$ cat src/rtl/branch_cmp_ctrl.sv
// D-stage branch resolution: waits for operand readiness, compares, registers outcome/target, drives redirect and stall.
// Optional performance counters are built when BRANCH_CMP_PERF_EN is defined.
module branch_cmp_ctrl #(
    parameter int unsigned WIDTH = 32,
    parameter int unsigned CNT_W = 32
) (
    input  logic             clk,
    input  logic             reset,
    input  logic             flush,
    input  logic             br_valid,
    input  logic [2:0]       br_type,
    input  logic [WIDTH-1:0] rs_val,
    input  logic [WIDTH-1:0] rt_val,
    input  logic             rs_ready,
    input  logic             rt_ready,
    input  logic [WIDTH-1:0] pc_d,
    input  logic [15:0]      imm16,
    output logic             stall_d,
    output logic             redirect_valid,
    output logic [WIDTH-1:0] redirect_pc,
    output logic             br_taken,
    output logic [CNT_W-1:0] branch_cnt,
    output logic [CNT_W-1:0] taken_cnt
);

    localparam int unsigned OFF_W = 18;

    typedef enum logic [1:0] {
        S_IDLE = 2'd0,
        S_WAIT = 2'd1,
        S_DONE = 2'd2
    } state_t;

    state_t           r_state;
    state_t           w_next;
    logic             w_eval;
    logic             w_need_rt;
    logic             w_ready;
    logic             w_taken;
    logic             w_rs_neg;
    logic             w_rs_zero;
    logic [WIDTH-1:0] w_offset;
    logic [WIDTH-1:0] w_target;
    logic             r_br_taken;
    logic [WIDTH-1:0] r_redirect_pc;

    assign w_need_rt = (br_type == 3'd0) || (br_type == 3'd1);
    assign w_ready   = rs_ready & (rt_ready | ~w_need_rt);
    assign w_rs_neg  = rs_val[WIDTH-1];
    assign w_rs_zero = (rs_val == '0);

    // Branch condition on signed operands; reserved encodings resolve not-taken
    always_comb begin
        w_taken = 1'b0;
        case (br_type)
            3'd0:    w_taken = (rs_val == rt_val);
            3'd1:    w_taken = (rs_val != rt_val);
            3'd2:    w_taken = w_rs_neg | w_rs_zero;
            3'd3:    w_taken = ~w_rs_neg & ~w_rs_zero;
            3'd4:    w_taken = w_rs_neg;
            3'd5:    w_taken = ~w_rs_neg;
            default: w_taken = 1'b0;
        endcase
    end

    assign w_offset = {{(WIDTH-OFF_W){imm16[15]}}, imm16, 2'b00};
    assign w_target = pc_d + WIDTH'(4) + w_offset;

    always_ff @(posedge clk) begin
        if (!reset) begin
            r_state <= S_IDLE;
        end else begin
            r_state <= w_next;
        end
    end

    // Flush overrides every transition and suppresses evaluation
    always_comb begin
        w_next = r_state;
        w_eval = 1'b0;
        if (flush) begin
            w_next = S_IDLE;
        end else begin
            case (r_state)
                S_IDLE: begin
                    if (br_valid) begin
                        if (w_ready) begin
                            w_eval = 1'b1;
                            w_next = S_DONE;
                        end else begin
                            w_next = S_WAIT;
                        end
                    end
                end
                S_WAIT: begin
                    if (w_ready) begin
                        w_eval = 1'b1;
                        w_next = S_DONE;
                    end else if (!br_valid) begin
                        w_next = S_IDLE;
                    end
                end
                S_DONE:  w_next = S_IDLE;
                default: w_next = S_IDLE;
            endcase
        end
    end

    always_ff @(posedge clk) begin
        if (!reset) begin
            r_br_taken    <= 1'b0;
            r_redirect_pc <= '0;
        end else if (flush) begin
            r_br_taken    <= 1'b0;
        end else if (w_eval) begin
            r_br_taken    <= w_taken;
            r_redirect_pc <= w_target;
        end
    end

    assign stall_d        = br_valid & (r_state != S_DONE);
    assign redirect_valid = (r_state == S_DONE) & r_br_taken & ~flush;
    assign redirect_pc    = r_redirect_pc;
    assign br_taken       = r_br_taken;

`ifdef BRANCH_CMP_PERF_EN
    logic [CNT_W-1:0] r_branch_cnt;
    logic [CNT_W-1:0] r_taken_cnt;

    // A DONE cycle killed by flush is not counted
    always_ff @(posedge clk) begin
        if (!reset) begin
            r_branch_cnt <= '0;
            r_taken_cnt  <= '0;
        end else if ((r_state == S_DONE) && !flush) begin
            r_branch_cnt <= r_branch_cnt + CNT_W'(1);
            if (r_br_taken) begin
                r_taken_cnt <= r_taken_cnt + CNT_W'(1);
            end
        end
    end

    assign branch_cnt = r_branch_cnt;
    assign taken_cnt  = r_taken_cnt;
`else
    assign branch_cnt = '0;
    assign taken_cnt  = '0;
`endif

endmodule

$ cat config.mk
export PLATFORM = sky130hd
export DESIGN_NAME = branch_cmp_ctrl
export DESIGN_NICKNAME = d
export VERILOG_FILES = /design/src/rtl/branch_cmp_ctrl.sv
export SDC_FILE = /design/constraint.sdc
export NUM_CORES = 1
export LEC_CHECK = 0
export ABC_AREA = 1
export CAP_MARGIN = 20
export CORE_MARGIN = 2
export CORE_UTILIZATION = 45
export CTS_CLUSTER_SIZE = 24
export DETAILED_ROUTE_END_ITERATION = 16
export PLACE_DENSITY = 0.88
export SYNTH_ARGS = -nofsm -noshare
export SYNTH_HDL_FRONTEND = slang
export SYNTH_SLANG_ARGS = --single-unit
$ cat constraint.sdc
create_clock -name clk -period 6.8 [get_ports clk]
set_input_delay 1.7 -clock clk [delete_from_list [all_inputs] [get_ports clk]]
set_output_delay 1.7 -clock clk [all_outputs]
set_load 0.02 [all_outputs]
==> metrics <==
H-tree depth 2; share of post-route cells with drive strength above 1 0.0627; worst slack, placed 2150 ps; RSZ-0062 raised after global routing false; Post-synth EDFFs 0; outcome finished clean; synth top area cells ha_1, dfxtp_1, buf_4, nor2_1, nand2_1; clock share of power 0.200; Final Max Tran Viols 0; Total Neg Setup Slack 0 ps; DR vias 4583; Crit path required time 5100 ps; final setup vio count 0; Final ANT Viol Nets 0; CP arrival 2950 ps; CTS Buf Count 5; Area Growth Syn to Fin 33.4%; sequential area share after synthesis 0.155; endpoint of the worst-slack reg-to-reg timing path redirect_pc[22]; post-CTS setup buffers 0; NetSw 344 µW; fmax 215 MHz; worst path cell trace clkdlybuf4s50_1 > inv_1 > nor2_1 > clkdlybuf4s50_1; number of synthesized register bits 35; Worst R2R Path Depth 6; Routability Congestion 0.950; core footprint 9770 µm²; Worst-Skew Late Latency 300 ps; root buf cell clkbuf_8; Hold Fails Final Rpt 0; average size of a mapped cell 6.69 µm²; largest area contributor in the netlist ha_1; maximum vdd drop 0.0000823 V; DP HPWL 10300 µm; Clock Tree Buf Depth 2; Pleak 2.78 nW; drt first pass iters 4; detailed router's first-iteration violation count 144; Final min period 4650 ps; Nets 1008; ys async rst share 0; vias per cell 4.76; TritonCTS Sinks 35; Port Buf Inserts 155; Hold Crit Class flip-flop to flip-flop; startpoint types input port; Internal Power 481 µW; prevailing post-synth register cell dfxtp_1; crit-path max FO 2; Mapped Area 4530 µm²; CTS tree built; Worst path max stage delay 600 ps; largest net degree at the start of global routing 51; Die ar. 10900 µm²; Hold Crit Depth 1; WL per Instance 12.6 µm; Hold Buf Count CTS 0; CP endpoint kind primary output; first-pass GRT wire length 19900 µm; Worst Tran Pin Value 854 ps; Gate power share 0.530; Slew HR 0.430; Syn. warnings 0; Sw Share 0.417; Worst R2R Start r_state[1]; clock-pin slew on the worst setup and hold paths 80 ps; reg-to-reg slack, setup 4720 ps; Boundary Pins 220; share of the synthesized area in the top cell type 0.158; Die Wd 104 µm; final worst-path setup slack 2150 ps; Antenna Cells 0; total track usage 0.221; Worst Hold End r_state[0]; Final period util 0.684; Die Ht 104 µm; antenna violations before repair 0; # fillers 937; cell mode on critical path clkdlybuf4s50_1; drc violations 0; Worst Path Class, Setup input port to primary output; CP max-delay cell clkdlybuf4s50_1; total routed wirelength 12100 µm; Layout Skew 9.98 ps; pwr dens 137 nW/µm²; vias in the first global route 4303; num rows 36; Initial Util 0.463; max cap viols 0; hold path start r_state[1]; Overflow after GRT 0; Post-CTS Resized 0; Seq pwr share 0.270; Post-Synthesis Cells 677; Fin Hold WS 493 ps; Netlist cell types 41
## area by class of cell
class | count | area, µm² | area share
multi-input cells | 572 | 3300 | 0.547
repair buffers | 155 | 1550 | 0.257
flip-flops and latches | 35 | 701 | 0.116
inverters | 60 | 225 | 0.0373
well taps | 133 | 166 | 0.0276
clock buffers | 5 | 68.8 | 0.0114
clock inverters | 3 | 23.8 | 0.00394
## power groups by stage
stage,clock [mW],combinational [mW],sequential (mW)
after floorplan,0,0.294,0.240
after global placement,0,0.426,0.228
after detailed placement,0,0.433,0.228
after CTS,0.169,0.437,0.223
after global routing,0.179,0.482,0.225
final,0.165,0.437,0.223
## critical path, delay by kind of cell
family                 cells  cell delay (ps)
buffers and inverters      3             1150
AND/OR/NAND/NOR            1              100
## sequential cells by signal (all words and copies together) (netlist names)
signal / count
r_state: 2
redirect_pc: 32
br_taken: 1
## through the flow
step,util,instances,area [µm²],power (mW)
6_report,0.618,963,6040,0.825
5_1_grt,0.618,963,6040,0.886
4_1_cts,0.618,963,6040,0.829
3_5_place_dp,0.608,955,5950,0.661
3_3_place_gp,0.608,955,5950,0.654
2_1_floorplan,-,740,4760,0.534
## layer usage
layer / wire length (µm) / vias to the layer above / global-route usage / share of wire
li1: - / 2374 / - / -
met1: 5290 / 2027 / 0.281 / 0.44
met2: 5860 / 163 / 0.380 / 0.48
met3: 792 / 19 / 0.0420 / 0.065
met4: 175 / 0 / 0.0598 / 0.014
met5: 0 / - / 0 / 0
## kinds of logic after synthesis
| family | share of synthesized area |
|---|---|
| AND/OR/NAND/NOR | 0.282 |
| buffers and inverters | 0.168 |
| AO/OA/AOI/OAI | 0.140 |
| adder cells (fa/ha/maj) | 0.162 |
| XOR/XNOR | 0.0928 |
| flip-flops | 0.155 |
| other | 0.000828 |
## cells in the mapped netlist, types with 4 or more instances
master,instances
a21o_1,4
a21oi_1,34
a21oi_2,5
buf_4,65
dfxtp_1,35
ha_1,57
inv_1,56
inv_2,4
nand2_1,109
nand2_2,12
nand3_1,26
nor2_1,128
nor3_1,10
o21ai_0,29
o21ai_1,10
o21bai_1,4
xnor2_1,37
xor2_1,11
## placed cells by master, fill, tap and decap left out, types with 4 or more instances in the layout
cell type	n
nand2_2	12
inv_2	4
a21oi_1	34
nand3_1	26
dfxtp_1	35
o21ai_0	29
nor2_1	128
inv_1	56
xnor2_1	37
o21bai_1	4
a21oi_2	5
a21o_1	4
nand2_1	109
xor2_1	11
nor3_1	10
o21ai_1	10
clkdlybuf4s50_1	155
clkbuf_8	5
ha_1	57
conb_1	64
## worst max path at each step
stage / startpoint / to / slack [ps] / cells after the start
after floorplan: br_valid / stall_d / 3080 / 2
after global placement: br_valid / stall_d / 2180 / 4
after detailed placement: br_valid / stall_d / 2150 / 4
after CTS: br_valid / stall_d / 2140 / 4
after global routing: br_valid / stall_d / 2120 / 4
final: br_valid / stall_d / 2150 / 4
(Power assumes the default switching activity.)
